===== config.mk =====
export PLATFORM = sky130hd
export DESIGN_NAME = inst_fetch
export DESIGN_NICKNAME = d
export VERILOG_FILES = /design/src/rtl/inst_fetch.sv
export SDC_FILE = /design/constraint.sdc
export NUM_CORES = 1
export LEC_CHECK = 0
export ABC_CLOCK_PERIOD_IN_PS = 2350
export BUFFER_PORTS_ARGS = -buffer_cell sky130_fd_sc_hd__buf_2
export CAP_MARGIN = 15
export CORE_AREA = 2 2 161 163
export CTS_CLUSTER_DIAMETER = 40
export DETAILED_ROUTE_END_ITERATION = 16
export DIE_AREA = 0 0 163 165
export PLACE_DENSITY_LB_ADDON = 0.08
export SYNTH_ARGS = -nofsm -noshare
export SYNTH_HDL_FRONTEND = slang
export SYNTH_SLANG_ARGS = --single-unit

===== constraint.sdc =====
create_clock -name clk -period 2.35 [get_ports clk]
set_input_delay 0.47 -clock clk [delete_from_list [all_inputs] [get_ports clk]]
set_output_delay 0.47 -clock clk [all_outputs]
set_load 0.02 [all_outputs]

===== src/rtl/inst_fetch.sv =====
// Instruction fetch stage with IF/ID pipeline register.
// Holds the fetch PC and drives a synchronous instruction SRAM whose data
// returns one cycle after the address.
// A one-entry skid buffer keeps the in-flight word when ID stalls.
//
// state   | meaning
// --------+-------------------------------------------------------------
// S_EMPTY | no read in flight, skid buffer empty
// S_PEND  | read issued last cycle, its data is on im_rdata now
// S_BUF   | skid buffer holds a fetched instruction, no read in flight
module inst_fetch #(
  parameter logic [31:0] RESET_PC = 32'h0000_0000,
  parameter logic [31:0] NOP_INST = 32'h0000_0013
) (
  input  logic        clk,
  input  logic        rst,
  input  logic        stall,
  input  logic        redirect_valid,
  input  logic [31:0] redirect_pc,
  output logic        im_re,
  output logic [31:0] im_addr,
  input  logic [31:0] im_rdata,
  output logic        id_valid,
  output logic [31:0] id_pc,
  output logic [31:0] id_inst
);

  typedef enum logic [1:0] {
    S_EMPTY = 2'b00,
    S_PEND  = 2'b01,
    S_BUF   = 2'b10
  } state_t;

  state_t      state_q, state_d;
  logic [31:0] pc_f_q, pc_f_d;
  logic [31:0] pend_pc_q, pend_pc_d;
  logic [31:0] buf_inst_q, buf_inst_d;
  logic [31:0] buf_pc_q, buf_pc_d;
  logic        id_valid_q, id_valid_d;
  logic [31:0] id_pc_q, id_pc_d;
  logic [31:0] id_inst_q, id_inst_d;

  assign im_addr  = pc_f_q;
  assign im_re    = !rst && !redirect_valid && !stall;
  assign id_valid = id_valid_q;
  assign id_pc    = id_pc_q;
  assign id_inst  = id_inst_q;

  // Next-state: redirect beats stall, stall beats advance; hold by default.
  always_comb begin
    state_d    = state_q;
    pc_f_d     = pc_f_q;
    pend_pc_d  = pend_pc_q;
    buf_inst_d = buf_inst_q;
    buf_pc_d   = buf_pc_q;
    id_valid_d = id_valid_q;
    id_pc_d    = id_pc_q;
    id_inst_d  = id_inst_q;

    if (redirect_valid) begin
      // In-flight read and buffered word are simply abandoned.
      pc_f_d     = {redirect_pc[31:2], 2'b00};
      state_d    = S_EMPTY;
      id_valid_d = 1'b0;
      id_pc_d    = 32'h0;
      id_inst_d  = NOP_INST;
    end else if (stall) begin
      // Capture the returning word so it survives the stall.
      if (state_q == S_PEND) begin
        buf_inst_d = im_rdata;
        buf_pc_d   = pend_pc_q;
        state_d    = S_BUF;
      end
    end else begin
      case (state_q)
        S_BUF: begin
          id_valid_d = 1'b1;
          id_pc_d    = buf_pc_q;
          id_inst_d  = buf_inst_q;
        end
        S_PEND: begin
          id_valid_d = 1'b1;
          id_pc_d    = pend_pc_q;
          id_inst_d  = im_rdata;
        end
        default: begin
          id_valid_d = 1'b0;
          id_pc_d    = 32'h0;
          id_inst_d  = NOP_INST;
        end
      endcase
      pend_pc_d = pc_f_q;
      pc_f_d    = pc_f_q + 32'd4;
      state_d   = S_PEND;
    end
  end

  // State and pipeline registers with synchronous reset.
  always_ff @(posedge clk) begin
    if (rst) begin
      state_q    <= S_EMPTY;
      pc_f_q     <= RESET_PC;
      pend_pc_q  <= 32'h0;
      buf_inst_q <= NOP_INST;
      buf_pc_q   <= 32'h0;
      id_valid_q <= 1'b0;
      id_pc_q    <= 32'h0;
      id_inst_q  <= NOP_INST;
    end else begin
      state_q    <= state_d;
      pc_f_q     <= pc_f_d;
      pend_pc_q  <= pend_pc_d;
      buf_inst_q <= buf_inst_d;
      buf_pc_q   <= buf_pc_d;
      id_valid_q <= id_valid_d;
      id_pc_q    <= id_pc_d;
      id_inst_q  <= id_inst_d;
    end
  end

endmodule


* Word level (Yosys, flattened, before mapping)
Index checks and enable logic that the tools add are counted.
** Storage, ports and cells
- Register bits :: 195
- Output and inout bits :: 98
- Logic and storage cells :: 34
- Input bits :: 68
** Operators by class
- Add/subtract/negate cells :: 1
- Multiplexer cells :: 7
- Reductions and logical operators :: 10
- Bitwise logic cells :: 2
- Equal/unequal tests :: 4
** Operators by type and width (number)
- case mux 32 bit (2 select lines) :: 2
- two-way mux 32 bit :: 2
- adder 32 x 3 -> 32 bit (second input constant) :: 1
- inequality test 2 x 1 -> 1 bit (second input constant) :: 2
- OR reduction 2 bit :: 2
- logical NOT 1 bit :: 3
- two-way mux 1 bit :: 3
- AND reduction 3 bit :: 1
- OR reduction 3 bit :: 1
- == test 2 x 1 -> 1 bit (second input constant) :: 1
- == test 2 bit (second input constant) :: 1
- logical AND 1 bit :: 2
- NOT 1 bit :: 2
- AND reduction 2 bit :: 1

* Logic depth before layout (Yosys ltp)
Gate-level depths: netlist of the first run.
- Word-level depth :: 3
- Gate-level depth with buffers :: 7

* Least setup slack after synthesis of the first run
Ideal clock, no wire load.
- Path type :: input to register
- Start :: input redirect_valid
- End :: register id_inst_q[22] (netlist: id_inst[22])
- Slack :: 404 ps
- Setup time :: 74 ps
- Cell stages on the path :: 7
- Arrival time :: 1872 ps
- Cells stage by stage :: clkbuf_1 or3_1 clkbuf_1 or2_2 clkbuf_1 clkbuf_1 o21ai_0
** Between the ends
- Longest elaborated chain between the ends :: 1
** RTL lines
- from (decl) :: RTL line 18 : input logic redirect_valid,
- OR reduction 2 bit (no source line)
- to (signal assigned) :: RTL line 117 : id_inst_q <= id_inst_d;
- to (decl) :: RTL line 41 : logic [31:0] id_inst_q, id_inst_d;
Every way passes these cells.
A chain may end at the register's enable or synchronous reset.

* Worst setup path in the final report of the first run
- Start :: register pc_f_q[2] (netlist: im_addr[2])
- End :: register pc_f_q[27] (netlist: im_addr[27])
** Between the ends
- Longest elaborated chain between the ends :: 3
** RTL lines
- from (decl) :: RTL line 35 : logic [31:0] pc_f_q, pc_f_d;
- from (signal assigned) :: RTL line 111 : pc_f_q <= pc_f_d;
- adder 32 x 3 -> 32 bit :: RTL line 93 : pc_f_d = pc_f_q + 32'd4;
- two-way mux 32 bit :: RTL line 67 : end else if (stall) begin
- two-way mux 32 bit :: RTL line 60 : if (redirect_valid) begin
Every way passes these cells. The select of a mux whose other input is x is not followed.

==> results of run 1 <==
## metal layers
metal | vias up | wire length (um)
li1 | 3416 | -
met1 | 3023 | 11400
met2 | 166 | 9370
met3 | 16 | 1170
met4 | 0 | 225
met5 | - | 0
## layout make-up
class / instances / area, um2
inverters: 10 / 37.5
flip-flops and latches: 187 / 3740
multi-input cells: 644 / 3330
clock buffers: 20 / 467
well taps: 330 / 413
fillers: 2690 / 15800
repair buffers: 194 / 1140
diodes: 1 / 2.50
clock inverters: 12 / 139
## Yosys cell counts, drive strengths merged (6+ instances only)
library cell	number
xnor2	16
nor2	24
a211oi	9
o21ai	62
buf	6
dfxtp	187
nand3	10
and3	11
clkbuf	71
inv	10
nand4	9
nor4	7
nand2	263
a21oi	107
a22oi	63
## how the worst min path moves through the flow
stage	from	to	slack [ns]	depth (start not counted)
3_3_place_gp	id_inst[27]$_SDFFE_PP0N_	id_inst[27]$_SDFFE_PP0N_	0.43	2
3_5_place_dp	id_pc[21]$_SDFFE_PP0N_	id_pc[21]$_SDFFE_PP0N_	0.44	2
2_1_floorplan	buf_inst_q[10]$_SDFFE_PP0P_	buf_inst_q[10]$_SDFFE_PP0P_	0.44	2
6_report	redirect_pc[5]	im_addr[5]$_SDFFE_PP0P_	0.27	3
5_1_grt	im_rdata[1]	buf_inst_q[1]$_SDFFE_PP1P_	0.28	3
4_1_cts	redirect_pc[3]	im_addr[3]$_SDFFE_PP0P_	0.25	3
## sequential cells by signal (all words and copies together), names as in the netlist
register and count:
buf_inst_q 32, id_inst 32, buf_pc_q 30, id_pc 30, im_addr 30, pend_pc_q 30
state_q 2, id_valid 1
## where the power goes
part	switching [mW]	total, mW	internal (mW)	leakage [nW]
sequential	0.0585	3.28	3.23	1.52
clock	1.30	2.97	1.67	0.297
combinational	0.309	0.484	0.175	1.68
## cell families (layout without fill, tap and decap cells)
logic type	Yosys count	after routing
other	1	5
buffers and inverters	88	236
AO/OA/AOI/OAI	260	260
XOR/XNOR	21	21
multiplexers	2	2
adder cells (fa/ha/maj)	3	3
flip-flops	187	187
AND/OR/NAND/NOR	354	354
## metrics by stage
stage                     instances  area (um2)  hold slack (ns)  total power [mW]  setup slack, ns
final                          1398        9270            0.271              6.73            0.363
after global placement         1365        8660            0.429              3.85            0.258
after floorplan                 919        7470            0.436              3.63            0.404
after detailed placement       1365        8660            0.438              3.85            0.217
after global routing           1397        9270            0.279              7.02           0.0982
after CTS                      1397        9270            0.254              6.85            0.277
## worst max-delay path, delay by kind of cell (launching register included)
family	cells	cell delay, ns
xor+xnor	1	0.13
compound gates	1	0.21
flops	1	0.47
simple gates	3	1.11
==> flow_summary.yaml, run 1 <==
run_status:
  status: "completed"
cells_and_area:
  fin_util_pct: 37.0
  final_common_cell: "nand2_1"
  area_growth_pct: 24.3
  final_layout_size_suffix_gt1_share_pct: 22.9
  fin_nets: 1125
  final_cell_mix: "263 x nand2_1, 187 x dfxtp_1, 158 x buf_2"
timing:
  fin_worst_skew_ns: 0.0157
  slew_violations: 0
  max_freq_mhz: 503
  tightest_slew_ns: 0.785
  setup_tns_ns: 0
  setup_viol: 0
  rsz0062_at_grt: "no"
  slew_headroom_pct: 47.7
  hold_violations: 0
  finalCritPeriodShare_pct: 84.5
  post-route-min-period_ns: 1.99
detailed_routing:
  via_per_inst: 4.74
  drc: 0
  drtPass1Iterations: 5
  drtAntennaViolNets: 0
  routed_wl_mm: 22.2
  route.vias.total: 6621
  drtIter0Drc: 486
  wl_per_cell_um: 15.9
worst_setup_path:
  critPathKind: "register to register"
  cp_slowest_cell: "or4_4"
  cp_max_fo: 6
  r2r-start: "im_addr[2]$_SDFFE_PP0P_"
  rrSetupSlack_ns: 0.36
  worstPathCellList: "nand4_1 -> or4_4 -> nor4_2 -> xnor2_1 -> a211oi_2"
  r2r_cells: 5
  startpoint_type: "register"
  crit_end: "im_addr[27]$_SDFFE_PP0P_"
  critPathMaxStageDelay_ns: 0.51
  cp-startpoint: "im_addr[2]$_SDFFE_PP0P_"
  cp_data_required_time_ns: 2.71
  endpoint_kind: "register"
  timing.rr.end: "im_addr[27]$_SDFFE_PP0P_"
  crit_arrival_ns: 2.35
clock_tree:
  clock_latency_ns: 0.43
  htree_levels: 4
  cts_setup_buffers: 0
  clockRootBuffer: "clkbuf_16"
  numCtsBuffers: 17
  cts_tree: "done"
  clkTransAtPathRegs_ns: 0.08
  cts_resized: 0
  cts_sinks: 187
  holdBufCountCts: 0
  clockBufferDepth: 2
yosys:
  synth_area_leaders: "dfxtp_1 50%, nand2_1 13%, a21oi_1 7.2%"
  ys_seq_elements: 187
  ys_seq_area_share_pct: 50.2
  synth.distinct_cells: 47
  synth_area_mm2: 0.00746
  syn-instance-count: 916
  synthArstFlopShare_pct: 0
  synth_top_family_by_area: "compound AO/OA/AOI/OAI gates"
  synth_ff_type: "dfxtp_1"
  syn_area_per_cell_um2: 8.14
  synth_edf_count: 0
  synth_top_area_cell: "dfxtp_1"
  yosys_warnings: 0
  yosys.area_share.simple_pct: 20.4
  synthXorXnorAreaFrac_pct: 2.47
  synth.mux.area_fraction_pct: 0.269
  synth_fa_ha_area_share_pct: 0.503
  synth-compound-area-share_pct: 20.6
  synth_top_area_share_pct: 50.2
global_routing:
  use_met1_pct: 24.3
  grt.met3_usage_pct: 3.52
  grt_overflow: 0
  busiest_layer: "met2"
  grt_pass1_wl_mm: 35.6
  grtUsageTotal_pct: 16.7
  grt_pass1_vias: 6376
  grt_max_degree: 125
  met2_usage_pct: 25.2
  antenna_found_initial: 1
flow_run:
  cap_violations: 0
placed_design:
  gp_congestion: 0.798
  portBuffers: 159
  dp_hpwl_mm: 13.9
floorplanning:
  fp-row-count: 58
  die_w_um: 163
  core_mm2: 0.0250
  die_h_um: 165
  ioPinCount: 166
  dieArea_mm2: 0.0269
  start_util_pct: 29.8
power:
  power.leakage_nw: 3.49
  cellPowerDensity_mw_per_mm2: 726
  ir_worst_vdd_mv: 0.462
min_path:
  hp-class: "primary input to register"
Note: power is estimated with default switching activity, not from simulation.
==> run 2: changes to the inputs <==
--- a/config.mk
+++ b/config.mk
@@ -5,7 +5,7 @@
 export SDC_FILE = /design/constraint.sdc
 export NUM_CORES = 1
 export LEC_CHECK = 0
-export ABC_CLOCK_PERIOD_IN_PS = 2350
+export ABC_CLOCK_PERIOD_IN_PS = 2000
 export BUFFER_PORTS_ARGS = -buffer_cell sky130_fd_sc_hd__buf_2
 export CAP_MARGIN = 15
 export CORE_AREA = 2 2 161 163
==> constraint.sdc (replaced) <==
create_clock -name clk -period 2 [get_ports clk]
set_input_delay 0.4 -clock clk [delete_from_list [all_inputs] [get_ports clk]]
set_output_delay 0.4 -clock clk [all_outputs]
set_load 0.02 [all_outputs]
==> flow_summary.yaml, run 2 (synthesis results as in run 1) <==
run_status:
  status: "completed"
power:
  total_power_mw: 8.04
  power.leakage_nw: 3.59
  cellPowerDensity_mw_per_mm2: 851
  ir_worst_vdd_mv: 0.540
timing:
  slew_violations: 0
  setup_tns_ns: 0
  hold_violations: 0
  tightest_slew_ns: 0.761
  slew_headroom_pct: 49.3
  post-route-min-period_ns: 1.87
  finalCritPeriodShare_pct: 93.3
  setup_viol: 0
  max_freq_mhz: 536
  fin_hold_ws_ns: 0.199
  fin_worst_skew_ns: 0.0159
  rsz0062_at_grt: "no"
  worst_slack_ns: 0.133
detailed_routing:
  drtIter0Drc: 509
  via_per_inst: 4.75
  drtPass1Iterations: 4
  drtAntennaViolNets: 0
  routed_wl_mm: 22.5
  drc: 0
  route.vias.total: 6714
  wl_per_cell_um: 15.9
floorplanning:
  core_mm2: 0.0250
  ioPinCount: 166
  die_w_um: 163
  start_util_pct: 29.8
  fp-row-count: 58
  dieArea_mm2: 0.0269
  die_h_um: 165
clock_tree:
  clkTransAtPathRegs_ns: 0.07
  holdBufCountCts: 0
  clockRootBuffer: "clkbuf_16"
  clockBufferDepth: 2
  clock_latency_ns: 0.43
  numCtsBuffers: 17
  htree_levels: 4
  cts_sinks: 187
  cts_tree: "done"
cells_and_area:
  final_cell_mix: "263 x nand2_1, 187 x dfxtp_1, 158 x buf_2"
  multi_input_area_mm2: 0.00335
  fin_nets: 1141
  layoutNonFillerInstCount: 1413
  design_area_mm2: 0.00944
  diodes: 0
  ff_latch_area_mm2: 0.00374
  final_layout_size_suffix_gt1_share_pct: 24.3
  nFillCells: 2698
  area_growth_pct: 26.7
  fin_util_pct: 37.7
  final_common_cell: "nand2_1"
worst_setup_path:
  critPathMaxStageDelay_ns: 0.49
  r2r-start: "im_addr[3]$_SDFFE_PP0P_"
  rrSetupSlack_ns: 0.13
  cp_max_fo: 6
  critPathKind: "register to register"
  worstPathCellList: "nand4_1 -> or4_4 -> nor4_2 -> xnor2_1 -> a211oi_2"
  timing.rr.end: "im_addr[27]$_SDFFE_PP0P_"
  r2r_cells: 5
  cp_data_required_time_ns: 2.36
  cp-startpoint: "im_addr[3]$_SDFFE_PP0P_"
  startpoint_type: "register"
  crit_arrival_ns: 2.22
  endpoint_kind: "register"
  cp_slowest_cell: "or4_4"
min_path:
  hp-class: "primary input to register"
  holdPathEnd: "im_addr[28]$_SDFFE_PP0P_"
  min_path_cells: 3
  hp-start: "redirect_pc[28]"
global_routing:
  grtUsageTotal_pct: 16.9
  grt_pass1_vias: 6322
  antenna_found_initial: 0
  grt_pass1_wl_mm: 35.6
  grt_overflow: 0
  grt_max_degree: 67
placed_design:
  dp_hpwl_mm: 14.5
  dp_cells: 1380
  place_area_mm2: 0.00880
  portBuffers: 159
  pre_cts_slack_ns: 0.00772
  gp_congestion: 0.781
flow_run:
  cap_violations: 0
## run 2: cell count changes in the layout (fill, tap and decap cells not counted), sizes merged
cell,delta
buf,+16
clkbuf,-2
clkinvlp,+1
bufinv,+1
diode,-1
clkinv,-4
inv,+4
## run 2: worst max-delay path by stage
stage                                        endpoint
after floorplan              im_addr[27]$_SDFFE_PP0P_
after global placement    buf_inst_q[26]$_SDFFE_PP0P_
after detailed placement     im_addr[18]$_SDFFE_PP0P_
after CTS                    im_addr[26]$_SDFFE_PP0P_
after global routing         im_addr[27]$_SDFFE_PP0P_
final                        im_addr[27]$_SDFFE_PP0P_
## run 2: final cells by class
type                            instances  area share [%]
Sequential cell                       187            39.6
Clock inverter                         14            1.93
Multi-Input combinational cell        644            35.4
Tap cell                              330            4.37
Clock buffer                           18            4.65
Inverter                               10           0.397
Timing Repair Buffer                  210            13.6
## run 2: power by group
| group | switching (mW) | internal [mW] | total, mW |
|---|---|---|---|
| sequential | 0.0533 | 3.79 | 3.84 |
| clock | 1.55 | 2.04 | 3.58 |
| combinational | 0.386 | 0.230 | 0.616 |
## run 2: critical path, delay by kind of cell, from the launching register on
family	cells	cell delay, ns
xor+xnor	1	0.12
compound gates	1	0.20
flops	1	0.44
simple gates	3	1.03
## run 2: layer usage
layer,part of all wire (%),vias up,GRT usage (%),routed length [um]
met5,0,-,0,0
met4,0.57,0,4.02,128
met3,4.1,8,3.04,925
met2,44,168,26.0,9910
met1,51,3095,24.4,11500
li1,-,3443,-,-
## run 2: what timing repair did
item                                    4_1_cts  5_1_grt
pin swaps                                     1        0
resized for setup                             0        3
endpoints found under the setup margin        1        5
buffers inserted                              1        0
